==> config.mk <==
export PLATFORM = sky130hd
export DESIGN_NAME = vram_arbiter
export DESIGN_NICKNAME = d
export VERILOG_FILES = /design/src/rtl/vram_arbiter_pkg.sv /design/src/rtl/vram_write_fifo.sv /design/src/rtl/vram_arbiter.sv
export SDC_FILE = /design/constraint.sdc
export NUM_CORES = 1
export LEC_CHECK = 0
export CORE_MARGIN = 2
export CORE_UTILIZATION = 55
export CTS_CLUSTER_DIAMETER = 150
export DETAILED_ROUTE_END_ITERATION = 16
export GPL_ROUTABILITY_DRIVEN = 1
export HOLD_SLACK_MARGIN = 0.1
export PLACE_DENSITY = 0.87
export REMOVE_ABC_BUFFERS = 1
export SLEW_MARGIN = 20
export SYNTH_ARGS = -nofsm -noshare
export SYNTH_HDL_FRONTEND = slang
export SYNTH_SLANG_ARGS = --single-unit
==> constraint.sdc <==
create_clock -name gpu_clk -period 7.4 [get_ports gpu_clk]
set_clock_uncertainty 0.15 [all_clocks]
set_input_delay 1.11 -clock gpu_clk [delete_from_list [all_inputs] [get_ports gpu_clk]]
set_output_delay 1.11 -clock gpu_clk [all_outputs]
set_load 0.01 [all_outputs]
==> src/rtl/vram_arbiter_pkg.sv <==
// Shared types and default constants for the VRAM arbiter.
// The slot-owner enum names who drives the VRAM port in the next cycle.
package vram_arbiter_pkg;

    typedef enum logic [1:0] {
        IDLE = 2'd0,
        GPU  = 2'd1,
        CPU  = 2'd2
    } slot_e;

    localparam int DEF_ADDR_W       = 12;
    localparam int DEF_FIFO_DEPTH   = 4;
    localparam int DEF_STARVE_LIMIT = 8;
    localparam int DATA_W           = 8;

endpackage

==> src/rtl/vram_write_fifo.sv <==
// CPU write buffer: a small synchronous FIFO with occupancy count.
// A push while full is accepted only if a pop happens in the same cycle;
// a pop while empty is ignored. DEPTH must be a power of two so that the
// pointers wrap naturally.
import vram_arbiter_pkg::*;

module vram_write_fifo #(
    parameter int W     = DEF_ADDR_W + DATA_W,
    parameter int DEPTH = DEF_FIFO_DEPTH,
    localparam int PTR_W = $clog2(DEPTH),
    localparam int CNT_W = $clog2(DEPTH) + 1
) (
    input  logic             clk,
    input  logic             rst_B,
    input  logic             push,
    input  logic             pop,
    input  logic [W-1:0]     wdata,
    output logic [W-1:0]     rdata,
    output logic             full,
    output logic             empty,
    output logic [CNT_W-1:0] count
);

    logic [W-1:0]     mem_q [DEPTH];
    logic [W-1:0]     mem_d [DEPTH];
    logic [PTR_W-1:0] wr_ptr_q, wr_ptr_d;
    logic [PTR_W-1:0] rd_ptr_q, rd_ptr_d;
    logic [CNT_W-1:0] count_q, count_d;
    logic             do_push;
    logic             do_pop;

    assign full  = (count_q == CNT_W'(DEPTH));
    assign empty = (count_q == '0);
    assign count = count_q;
    assign rdata = mem_q[rd_ptr_q];

    assign do_pop  = pop & ~empty;
    assign do_push = push & (~full | do_pop);

    // Next pointer, count and storage contents.
    always_comb begin
        wr_ptr_d = wr_ptr_q;
        rd_ptr_d = rd_ptr_q;
        count_d  = count_q;
        mem_d    = mem_q;
        if (do_push) begin
            mem_d[wr_ptr_q] = wdata;
            wr_ptr_d        = wr_ptr_q + 1'b1;
        end
        if (do_pop) begin
            rd_ptr_d = rd_ptr_q + 1'b1;
        end
        case ({do_push, do_pop})
            2'b10:   count_d = count_q + 1'b1;
            2'b01:   count_d = count_q - 1'b1;
            default: count_d = count_q;
        endcase
    end

    // Pointer and count registers; reset empties the buffer.
    always_ff @(posedge clk) begin
        if (!rst_B) begin
            wr_ptr_q <= '0;
            rd_ptr_q <= '0;
            count_q  <= '0;
        end else begin
            wr_ptr_q <= wr_ptr_d;
            rd_ptr_q <= rd_ptr_d;
            count_q  <= count_d;
        end
    end

    // Storage array; contents are don't-care while empty, so no reset.
    always_ff @(posedge clk) begin
        mem_q <= mem_d;
    end

endmodule

==> src/rtl/vram_arbiter.sv <==
// VRAM port arbiter between a GPU fetch stream and a buffered CPU write path.
// The GPU normally owns the port; buffered CPU writes drain when the GPU is
// idle. Optional starvation guard, enabled by defining
// VRAM_ARBITER_STARVE_GUARD_EN, steals one slot for the CPU after
// STARVE_LIMIT consecutive GPU grants with the write buffer full.
//
// Handshake: gpu_rd_grant is asserted in the same cycle as gpu_rd_req when
// the request is accepted; data returns with gpu_rd_data_valid two cycles
// later. cpu_wr_valid is a one-cycle push with no back-pressure: writes
// presented while cpu_wr_full and no slot drain are dropped and flagged.
import vram_arbiter_pkg::*;

module vram_arbiter #(
    parameter int ADDR_W       = DEF_ADDR_W,
    parameter int FIFO_DEPTH   = DEF_FIFO_DEPTH,
    parameter int STARVE_LIMIT = DEF_STARVE_LIMIT
) (
    input  logic              gpu_clk,
    input  logic              rst_B,
    input  logic              cpu_wr_valid,
    input  logic [ADDR_W-1:0] cpu_wr_address,
    input  logic [7:0]        cpu_wr_data,
    output logic              cpu_wr_full,
    output logic              overflow,
    input  logic              clr_overflow,
    input  logic              gpu_rd_req,
    input  logic [ADDR_W-1:0] gpu_rd_address,
    output logic              gpu_rd_grant,
    output logic [7:0]        gpu_rd_data,
    output logic              gpu_rd_data_valid,
    output logic [ADDR_W-1:0] vram_address,
    output logic [7:0]        vram_wdata,
    output logic              vram_write_enable,
    input  logic [7:0]        vram_rdata,
    output slot_e             dbg_state
);

    localparam int CNT_W = $clog2(FIFO_DEPTH) + 1;
    localparam int ENT_W = ADDR_W + DATA_W;

    slot_e             slot_q, slot_d;
    logic [ADDR_W-1:0] vram_addr_q, vram_addr_d;
    logic [7:0]        vram_wdata_q, vram_wdata_d;
    logic              vram_we_q, vram_we_d;
    logic              rd_pend_q, rd_pend_d;
    logic              rd_valid_q, rd_valid_d;
    logic              overflow_q, overflow_d;

    logic              force_write;
    logic              fifo_pop;
    logic              fifo_full;
    logic              fifo_empty;
    logic [CNT_W-1:0]  fifo_count;
    logic [ENT_W-1:0]  fifo_head;
    logic              wr_drop;

    vram_write_fifo #(
        .W     (ENT_W),
        .DEPTH (FIFO_DEPTH)
    ) u_fifo (
        .clk   (gpu_clk),
        .rst_B (rst_B),
        .push  (cpu_wr_valid),
        .pop   (fifo_pop),
        .wdata ({cpu_wr_address, cpu_wr_data}),
        .rdata (fifo_head),
        .full  (fifo_full),
        .empty (fifo_empty),
        .count (fifo_count)
    );

    assign cpu_wr_full  = (fifo_count == CNT_W'(FIFO_DEPTH));
    assign gpu_rd_grant = rst_B & gpu_rd_req & ~force_write;
    assign fifo_pop     = (slot_d == CPU);
    assign wr_drop      = cpu_wr_valid & fifo_full & ~fifo_pop;

`ifdef VRAM_ARBITER_STARVE_GUARD_EN
    localparam int SC_W = $clog2(STARVE_LIMIT + 1);

    logic [SC_W-1:0] starve_cnt_q, starve_cnt_d;

    // A forced write fires once the count hits the limit; no grant occurs
    // in that cycle, so the counter falls back to zero on its own.
    assign force_write = (starve_cnt_q == SC_W'(STARVE_LIMIT));

    // Count consecutive GPU grants taken while the buffer sits full.
    always_comb begin
        starve_cnt_d = '0;
        if (!force_write && fifo_full && gpu_rd_grant) begin
            starve_cnt_d = starve_cnt_q + 1'b1;
        end
    end

    // Starvation counter register.
    always_ff @(posedge gpu_clk) begin
        if (!rst_B) begin
            starve_cnt_q <= '0;
        end else begin
            starve_cnt_q <= starve_cnt_d;
        end
    end
`else
    assign force_write = 1'b0;
`endif

    // Slot owner selection and the VRAM port values it implies next cycle.
    always_comb begin
        slot_d       = IDLE;
        vram_addr_d  = vram_addr_q;
        vram_wdata_d = vram_wdata_q;
        vram_we_d    = 1'b0;
        if (gpu_rd_grant) begin
            slot_d = GPU;
        end else if (!fifo_empty) begin
            slot_d = CPU;
        end
        case (slot_d)
            GPU: begin
                vram_addr_d = gpu_rd_address;
            end
            CPU: begin
                vram_addr_d  = fifo_head[ENT_W-1:DATA_W];
                vram_wdata_d = fifo_head[DATA_W-1:0];
                vram_we_d    = 1'b1;
            end
            default: begin
                vram_addr_d = vram_addr_q;
            end
        endcase
    end

    // Read-return pipeline and sticky overflow; a new drop beats a clear.
    always_comb begin
        rd_pend_d  = gpu_rd_grant;
        rd_valid_d = rd_pend_q;
        overflow_d = overflow_q;
        if (clr_overflow) begin
            overflow_d = 1'b0;
        end
        if (wr_drop) begin
            overflow_d = 1'b1;
        end
    end

    // State and output registers.
    always_ff @(posedge gpu_clk) begin
        if (!rst_B) begin
            slot_q       <= IDLE;
            vram_addr_q  <= '0;
            vram_wdata_q <= '0;
            vram_we_q    <= 1'b0;
            rd_pend_q    <= 1'b0;
            rd_valid_q   <= 1'b0;
            overflow_q   <= 1'b0;
        end else begin
            slot_q       <= slot_d;
            vram_addr_q  <= vram_addr_d;
            vram_wdata_q <= vram_wdata_d;
            vram_we_q    <= vram_we_d;
            rd_pend_q    <= rd_pend_d;
            rd_valid_q   <= rd_valid_d;
            overflow_q   <= overflow_d;
        end
    end

    assign vram_address      = vram_addr_q;
    assign vram_wdata        = vram_wdata_q;
    assign vram_write_enable = vram_we_q;
    assign gpu_rd_data       = vram_rdata;
    assign gpu_rd_data_valid = rd_valid_q;
    assign overflow          = overflow_q;
    assign dbg_state         = slot_q;

endmodule

==> results of run 1 <==
==> kinds of logic (layout without fill, tap and decap cells) <==
family,Yosys count,in the layout,share of synthesized area (%)
adders and majority gates,6,6,1.923
and+or+nand+nor,43,43,5.536
DFF,111,111,70.40
muxes,22,22,11.31
buffers and inverters,32,90,4.749
xor gates and xnor gates,2,2,0.4080
AOI/OAI and AO/OA,29,29,5.682
==> power by group <==
group / total [mW] / leakage (nW) / internal, mW / switching, mW
Combinational: 0.374 / 0.643 / 0.204 / 0.170
Sequential: 0.780 / 0.990 / 0.736 / 0.0437
Clock: 0.387 / 0.109 / 0.181 / 0.206
Total: 1.54 / 1.74 / 1.12 / 0.419
==> state kept, by name, indices dropped and copies added (netlist names) <==
register / flops
dbg_state: 2
gpu_rd_data_valid: 1
overflow: 1
u_fifo.count: 3
u_fifo.mem_q: 80
u_fifo.rd_ptr_q: 2
u_fifo.wr_ptr_q: 2
vram_address: 12
vram_wdata: 8
==> synthesized netlist by cell type (5+ instances only) <==
library cell   n  area (µm²)
a221o_1       12       120.1
and2_1         7       43.79
and3_1        12       75.07
buf_4         10       75.07
dfxtp_1       31       620.6
edfxtp_1      80        2402
ha_1           5       62.56
inv_1          9       33.78
mux4_2        16       360.4
nand2_1       12       45.04
nor2_1         5       18.77
o2bb2ai_1      8       70.07
==> critical path, delay by kind of cell <==
family	cells	cell delay, ns
and+or+nand+nor	1	0.34
buffers and inverters	2	1.71
==> area by class of cell <==
cell class                      count  area share (%)
Clock buffer                       10           2.906
Clock inverter                      6           1.416
Inverter                            9          0.6593
Multi-Input combinational cell    102           20.93
Sequential cell                   111           59.00
Tap cell                          102           2.491
Timing Repair Buffer               65           12.60
==> metrics by stage <==
| stage | total power, mW | setup WS [ns] | utilization [%] |
|---|---|---|---|
| final | 1.541 | 2.978 | 67.00 |
| after detailed placement | 1.172 | 2.675 | 64.10 |
| after CTS | 1.555 | 3.001 | 67.00 |
| after floorplan | 1.009 | 4.235 | - |
| after global routing | 1.613 | 2.812 | 67.00 |
| after global placement | 1.154 | 2.836 | 64.10 |
==> placed cells by master (no fill, tap or decap) <==
cell type / synthesis / routed
or3_1: 2 / 2
and2_1: 7 / 7
nor3b_2: 1 / 1
nand2_1: 12 / 12
or4_1: 1 / 1
clkinv_4: 0 / 1
mux4_1: 4 / 4
clkdlybuf4s50_1: 0 / 63
a21oi_1: 4 / 4
bufinv_16: 0 / 1
dfxtp_1: 31 / 31
o2bb2ai_1: 8 / 8
clkbuf_8: 1 / 9
edfxtp_1: 80 / 80
o21ai_0: 2 / 2
mux4_2: 16 / 16
nor3_2: 1 / 2
clkbuf_16: 0 / 1
inv_6: 0 / 3
o31ai_1: 1 / 1
inv_1: 9 / 9
a21boi_1: 1 / 1
clkinvlp_4: 0 / 1
nor3b_1: 1 / 1
a221o_1: 12 / 12
xor2_1: 2 / 2
a32oi_1: 1 / 1
and3_1: 12 / 12
buf_4: 10 / 2
fa_1: 1 / 1
ha_1: 5 / 5
nor2_1: 5 / 5
mux2i_1: 2 / 2
==> metal layers <==
metal  vias up  wire length, µm
met2        99             3913
met3        10              525
met5         -                0
met4         0               78
li1       1057                -
met1      1182             3325
==> path summary, 6_finish.rpt <==
kind	start	end	slack [ns]
hold / removal	vram_wdata[6]	vram_wdata[6]	0.32
hold reg to reg	vram_wdata[6]	vram_wdata[6]	0.32
setup / recovery	rst_B	gpu_rd_grant	2.98
setup reg to reg	u_fifo.count[0]	u_fifo.count[2]	4.69
==> run_results.csv, run 1 <==
group,metric,value,unit
finish,drive_above_1_share,12.21,%
worst_setup_path,setup.worst_path.start_class,"input port",
yosys,synth_cell_type_count,33,
clock_tree,post_cts_buffers,0,
place,dp_hpwl,5.045,mm
finish,antennaDiodeCount,0,
job,maxCapViolations,0,
global_routing,grt_overflow,0,
drt,num_vias,2348,
yosys,ys_async_sr_fraction,0,%
worst_setup_path,worst_path_max_delay_cell,"clkdlybuf4s50_1",
worst_setup_path,crit_type,"input port to primary output",
clock_tree,post_cts_resized,0,
sta,fin_tns_setup,0,ns
worst_setup_path,crit_required,6.14,ns
global_routing,met3_usage,4.638,%
worst_setup_path,worst-path-max-fanout,28,
sta,rsz0062_at_grt,"false",
worst_setup_path,rr_worst_depth,8,
finish,register_area,3023,µm²
clock_tree,ctsHoldBuffers,0,
global_routing,grt_max_degree,29,
worst_setup_path,worstPathArrival,3.16,ns
sta,setup_violations,0,
clock_tree,ctsHtreeMaxLevel,3,
clock_tree,insertion_delay,0.37,ns
power,p_per_area,300.7,nW/µm²
sta,period_share,59.76,%
sta,fin_hold_ws,0.3193,ns
sta,fmax,226.1,MHz
clock_tree,cts_buffers,9,
floorplan,initial_core_util,56.15,%
drt,drtIter0Drc,94,
clock_tree,cts_sinks,111,
sta,worst_slew_pin_slew,1.076,ns
hold_path,worstHoldPathType,"register to register",
finish,fin_area,5124,µm²
worst_setup_path,endpoint_kind,"primary output",
floorplan,die_y,92.36,µm
yosys,ys_ff_latch,111,
drt,viasPerCell,5.798,
power,peakVddDrop,0.1528,mV
drt,drc,0,
worst_setup_path,cp_common_cell,"clkdlybuf4s50_1",
finish,syn2layout_area_growth,19.32,%
clock_tree,cts_tree,"built",
finish,multi_input_area,1072,µm²
global_routing,antenna_found_initial,0,
yosys,synth_edf_count,80,
yosys,syn_area,4294,µm²
finish,fill_cells,496,
hold_path,min_path_cells,2,
drt,drt-pass1-iter-count,4,
place,gp_congestion,0.6769,
floorplan,dieArea,8530,µm²
power,p_leak,1.742,nW
yosys,synth_flop_cell,"edfxtp_1",
yosys,syn_avg_cell_area,17.53,µm²
clock_tree,clockBufferDepth,2,
yosys,synth_seq_area_share,70.40,%
floorplan,coreArea,7647,µm²
clock_tree,cts_root_buf,"clkbuf_8",
global_routing,use_met1,25.00,%
drt,avgRoutedWirePerCell,19.36,µm
finish,nNetsFinal,349,
yosys,netlist_instances,245,
global_routing,gr-usage-all-layers,19.43,%
floorplan,io_pins,80,
floorplan,row_count,32,
clock_tree,clk_pin_slew,0.10,ns
global_routing,first_global_vias,2334,
sta,drv_slew,0,
status,status,"finished clean",
sta,hold_violations,0,
global_routing,busiest_layer,"met2",
global_routing,grt_use_met2,32.00,%
drt,wl,7.842,mm
global_routing,grt_pass1_wl,12.20,mm
drt,ant_nets,0,
sta,min_period,4.422,ns
finish,final_cells,405,
worst_setup_path,crit_path_cell_trace,"clkdlybuf4s50_1 -> and2_1 -> clkdlybuf4s50_1",
place,portBuffers,63,
place,placed_cell_area,4902,µm²
worst_setup_path,slowest_delay,1.12,ns
floorplan,dieWidth,92.36,µm
sta,max_slew_margin,28.29,%
place,dp_cells,389,
yosys,yosys_warnings,0,
(Power assumes the default switching activity.)
==> inputs of run 2 (changes only) <==
--- a/config.mk
+++ b/config.mk
@@ -6,12 +6,12 @@
 export NUM_CORES = 1
 export LEC_CHECK = 0
 export CORE_MARGIN = 2
-export CORE_UTILIZATION = 55
+export CORE_UTILIZATION = 47
 export CTS_CLUSTER_DIAMETER = 150
 export DETAILED_ROUTE_END_ITERATION = 16
 export GPL_ROUTABILITY_DRIVEN = 1
 export HOLD_SLACK_MARGIN = 0.1
-export PLACE_DENSITY = 0.87
+export PLACE_DENSITY = 0.79
 export REMOVE_ABC_BUFFERS = 1
 export SLEW_MARGIN = 20
 export SYNTH_ARGS = -nofsm -noshare
==> constraint.sdc (replaced) <==
create_clock -name gpu_clk -period 3.7 [get_ports gpu_clk]
set_clock_uncertainty 0.15 [all_clocks]
set_input_delay 0.555 -clock gpu_clk [delete_from_list [all_inputs] [get_ports gpu_clk]]
set_output_delay 0.555 -clock gpu_clk [all_outputs]
set_load 0.01 [all_outputs]
==> run 2 against run 1 <==
Effect of this change: sequential share of layout area down 0.81 points; via count down 2.0%; final cell count up 3.5%; global-route usage down 3.1 points; sequential power up 110%; register-to-register slack worse by 3.5 ns; highest routed layer unchanged; worst hold slack about the same.
==> run_results.csv, run 2 (same netlist as run 1, synthesis figures left out) <==
group,metric,value,unit
power,p_per_area,598.4,nW/µm²
clock_tree,cts_sinks,111,
finish,drive_above_1_share,14.47,%
place,gp_congestion,0.7240,
place,dp_hpwl,5.002,mm
floorplan,io_pins,80,
global_routing,grt_overflow,0,
sta,worst_slew_pin_slew,0.9962,ns
clock_tree,post_cts_resized,0,
clock_tree,insertion_delay,0.37,ns
finish,final_common_cell,"edfxtp_1",
worst_setup_path,reg2reg_from,"u_fifo.count[2]",
sta,drv_slew,0,
sta,hold_violations,0,
floorplan,initial_core_util,48.76,%
clock_tree,ctsHtreeMaxLevel,3,
worst_setup_path,crit_type,"input port to register",
worst_setup_path,slowest_delay,0.47,ns
clock_tree,clk_pin_slew,0.09,ns
clock_tree,post_cts_buffers,0,
power,peakVddDrop,0.2953,mV
floorplan,die_y,99.59,µm
global_routing,grt_pass1_wl,12.02,mm
worst_setup_path,setup.worst_path.start_class,"input port",
clock_tree,cts_root_buf,"clkbuf_8",
clock_tree,cts_buffers,9,
worst_setup_path,crit_required,3.85,ns
floorplan,dieWidth,99.59,µm
sta,setup_violations,0,
finish,largest_reg_flops,80,
sta,max_slew_margin,33.49,%
place,portBuffers,63,
finish,syn2layout_area_growth,21.04,%
worst_setup_path,worstPathArrival,2.87,ns
finish,nNetsFinal,357,
sta,fmax,366.7,MHz
sta,min_period,2.727,ns
drt,wl,7.703,mm
finish,antennaDiodeCount,0,
worst_setup_path,crit_path_cell_trace,"clkdlybuf4s50_1 -> and2_1 -> a21boi_1 -> buf_4 -> inv_1 -> ha_1 -> inv_1 -> fa_1 -> xor2_1 -> or3_1 -> a21oi_1",
clock_tree,clockBufferDepth,2,
drt,drt-pass1-iter-count,6,
sta,fin_tns_setup,0,ns
worst_setup_path,worst_path_max_delay_cell,"clkdlybuf4s50_1",
finish,final_cells,419,
global_routing,gr-usage-all-layers,16.34,%
place,dp_cells,403,
worst_setup_path,worst-path-max-fanout,7,
worst_setup_path,crit_path_start,"gpu_rd_req",
floorplan,dieArea,9917,µm²
worst_setup_path,cp_common_cell,"inv_1",
floorplan,row_count,34,
drt,avgRoutedWirePerCell,18.38,µm
finish,final_cell_mix,"edfxtp_1 (80), clkdlybuf4s50_1 (63), dfxtp_1 (30)",
sta,rsz0062_at_grt,"false",
drt,viasPerCell,5.489,
sta,period_share,73.70,%
sta,fin_hold_ws,0.3189,ns
finish,regMostFlops,"u_fifo.mem_q",
global_routing,antenna_found_initial,0,
drt,ant_nets,0,
drt,drc,0,
status,status,"finished clean",
hold_path,min_from,"vram_wdata[0]",
job,maxCapViolations,0,
clock_tree,ctsHoldBuffers,0,
drt,num_vias,2300,
power,p_leak,1.785,nW
clock_tree,cts_tree,"built",
global_routing,grt_max_degree,28,
worst_setup_path,endpoint_kind,"register",
global_routing,first_global_vias,2336,
floorplan,coreArea,8806,µm²
drt,drtIter0Drc,114,
hold_path,worstHoldPathType,"register to register",
[run 2: cell type report]
type / count / area (µm²)
multi-input cells: 102 / 1072
flip-flops and latches: 111 / 3024
inverters: 9 / 33.78
clock inverters: 6 / 88.84
well taps: 108 / 135.1
fillers: 654 / 3608
repair buffers: 73 / 705.7
clock buffers: 10 / 137.6
[run 2: final timing paths]
kind              cells after the start  slack, ns              end
hold / removal                        2       0.32    vram_wdata[0]
setup reg to reg                     10       1.17  u_fifo.count[2]
hold reg to reg                       2       0.32    vram_wdata[0]
setup / recovery                     11       0.97  u_fifo.count[2]
[run 2: metrics by stage]
| stage | setup slack (ns) | power, mW | cell area, µm² | utilization (%) |
|---|---|---|---|---|
| 2_1_floorplan | 1.090 | 2.018 | 4124 | - |
| 3_3_place_gp | 0.6934 | 2.334 | 4970 | 56.44 |
| 3_5_place_dp | 0.5924 | 2.354 | 4970 | 56.44 |
| 4_1_cts | 0.9822 | 3.142 | 5196 | 59.01 |
| 5_1_grt | 0.8217 | 3.264 | 5197 | 59.02 |
| 6_report | 0.9729 | 3.110 | 5197 | 59.02 |
[run 2: worst max-delay path, delay by kind of cell]
family / cells / cell delay [ns]
and+or+nand+nor: 2 / 0.58
buffers and inverters: 4 / 0.75
xor gates and xnor gates: 1 / 0.17
adders and majority gates: 2 / 0.54
AOI/OAI and AO/OA: 2 / 0.27
[run 2: power breakdown]
part | switching (mW) | leakage [nW] | internal [mW]
combinational | 0.295 | 0.684 | 0.421
sequential | 0.127 | 0.990 | 1.47
clock | 0.391 | 0.111 | 0.402
[run 2: per-layer routing]
| metal | routed length, µm | share of wire [%] | track usage, % | vias to the layer above |
|---|---|---|---|---|
| li1 | - | - | - | 1068 |
| met1 | 3283 | 43 | 19.97 | 1147 |
| met2 | 3854 | 50 | 27.65 | 76 |
| met3 | 460 | 6.0 | 4.779 | 9 |
| met4 | 105 | 1.4 | 6.112 | 0 |
| met5 | 0 | 0 | 0 | - |
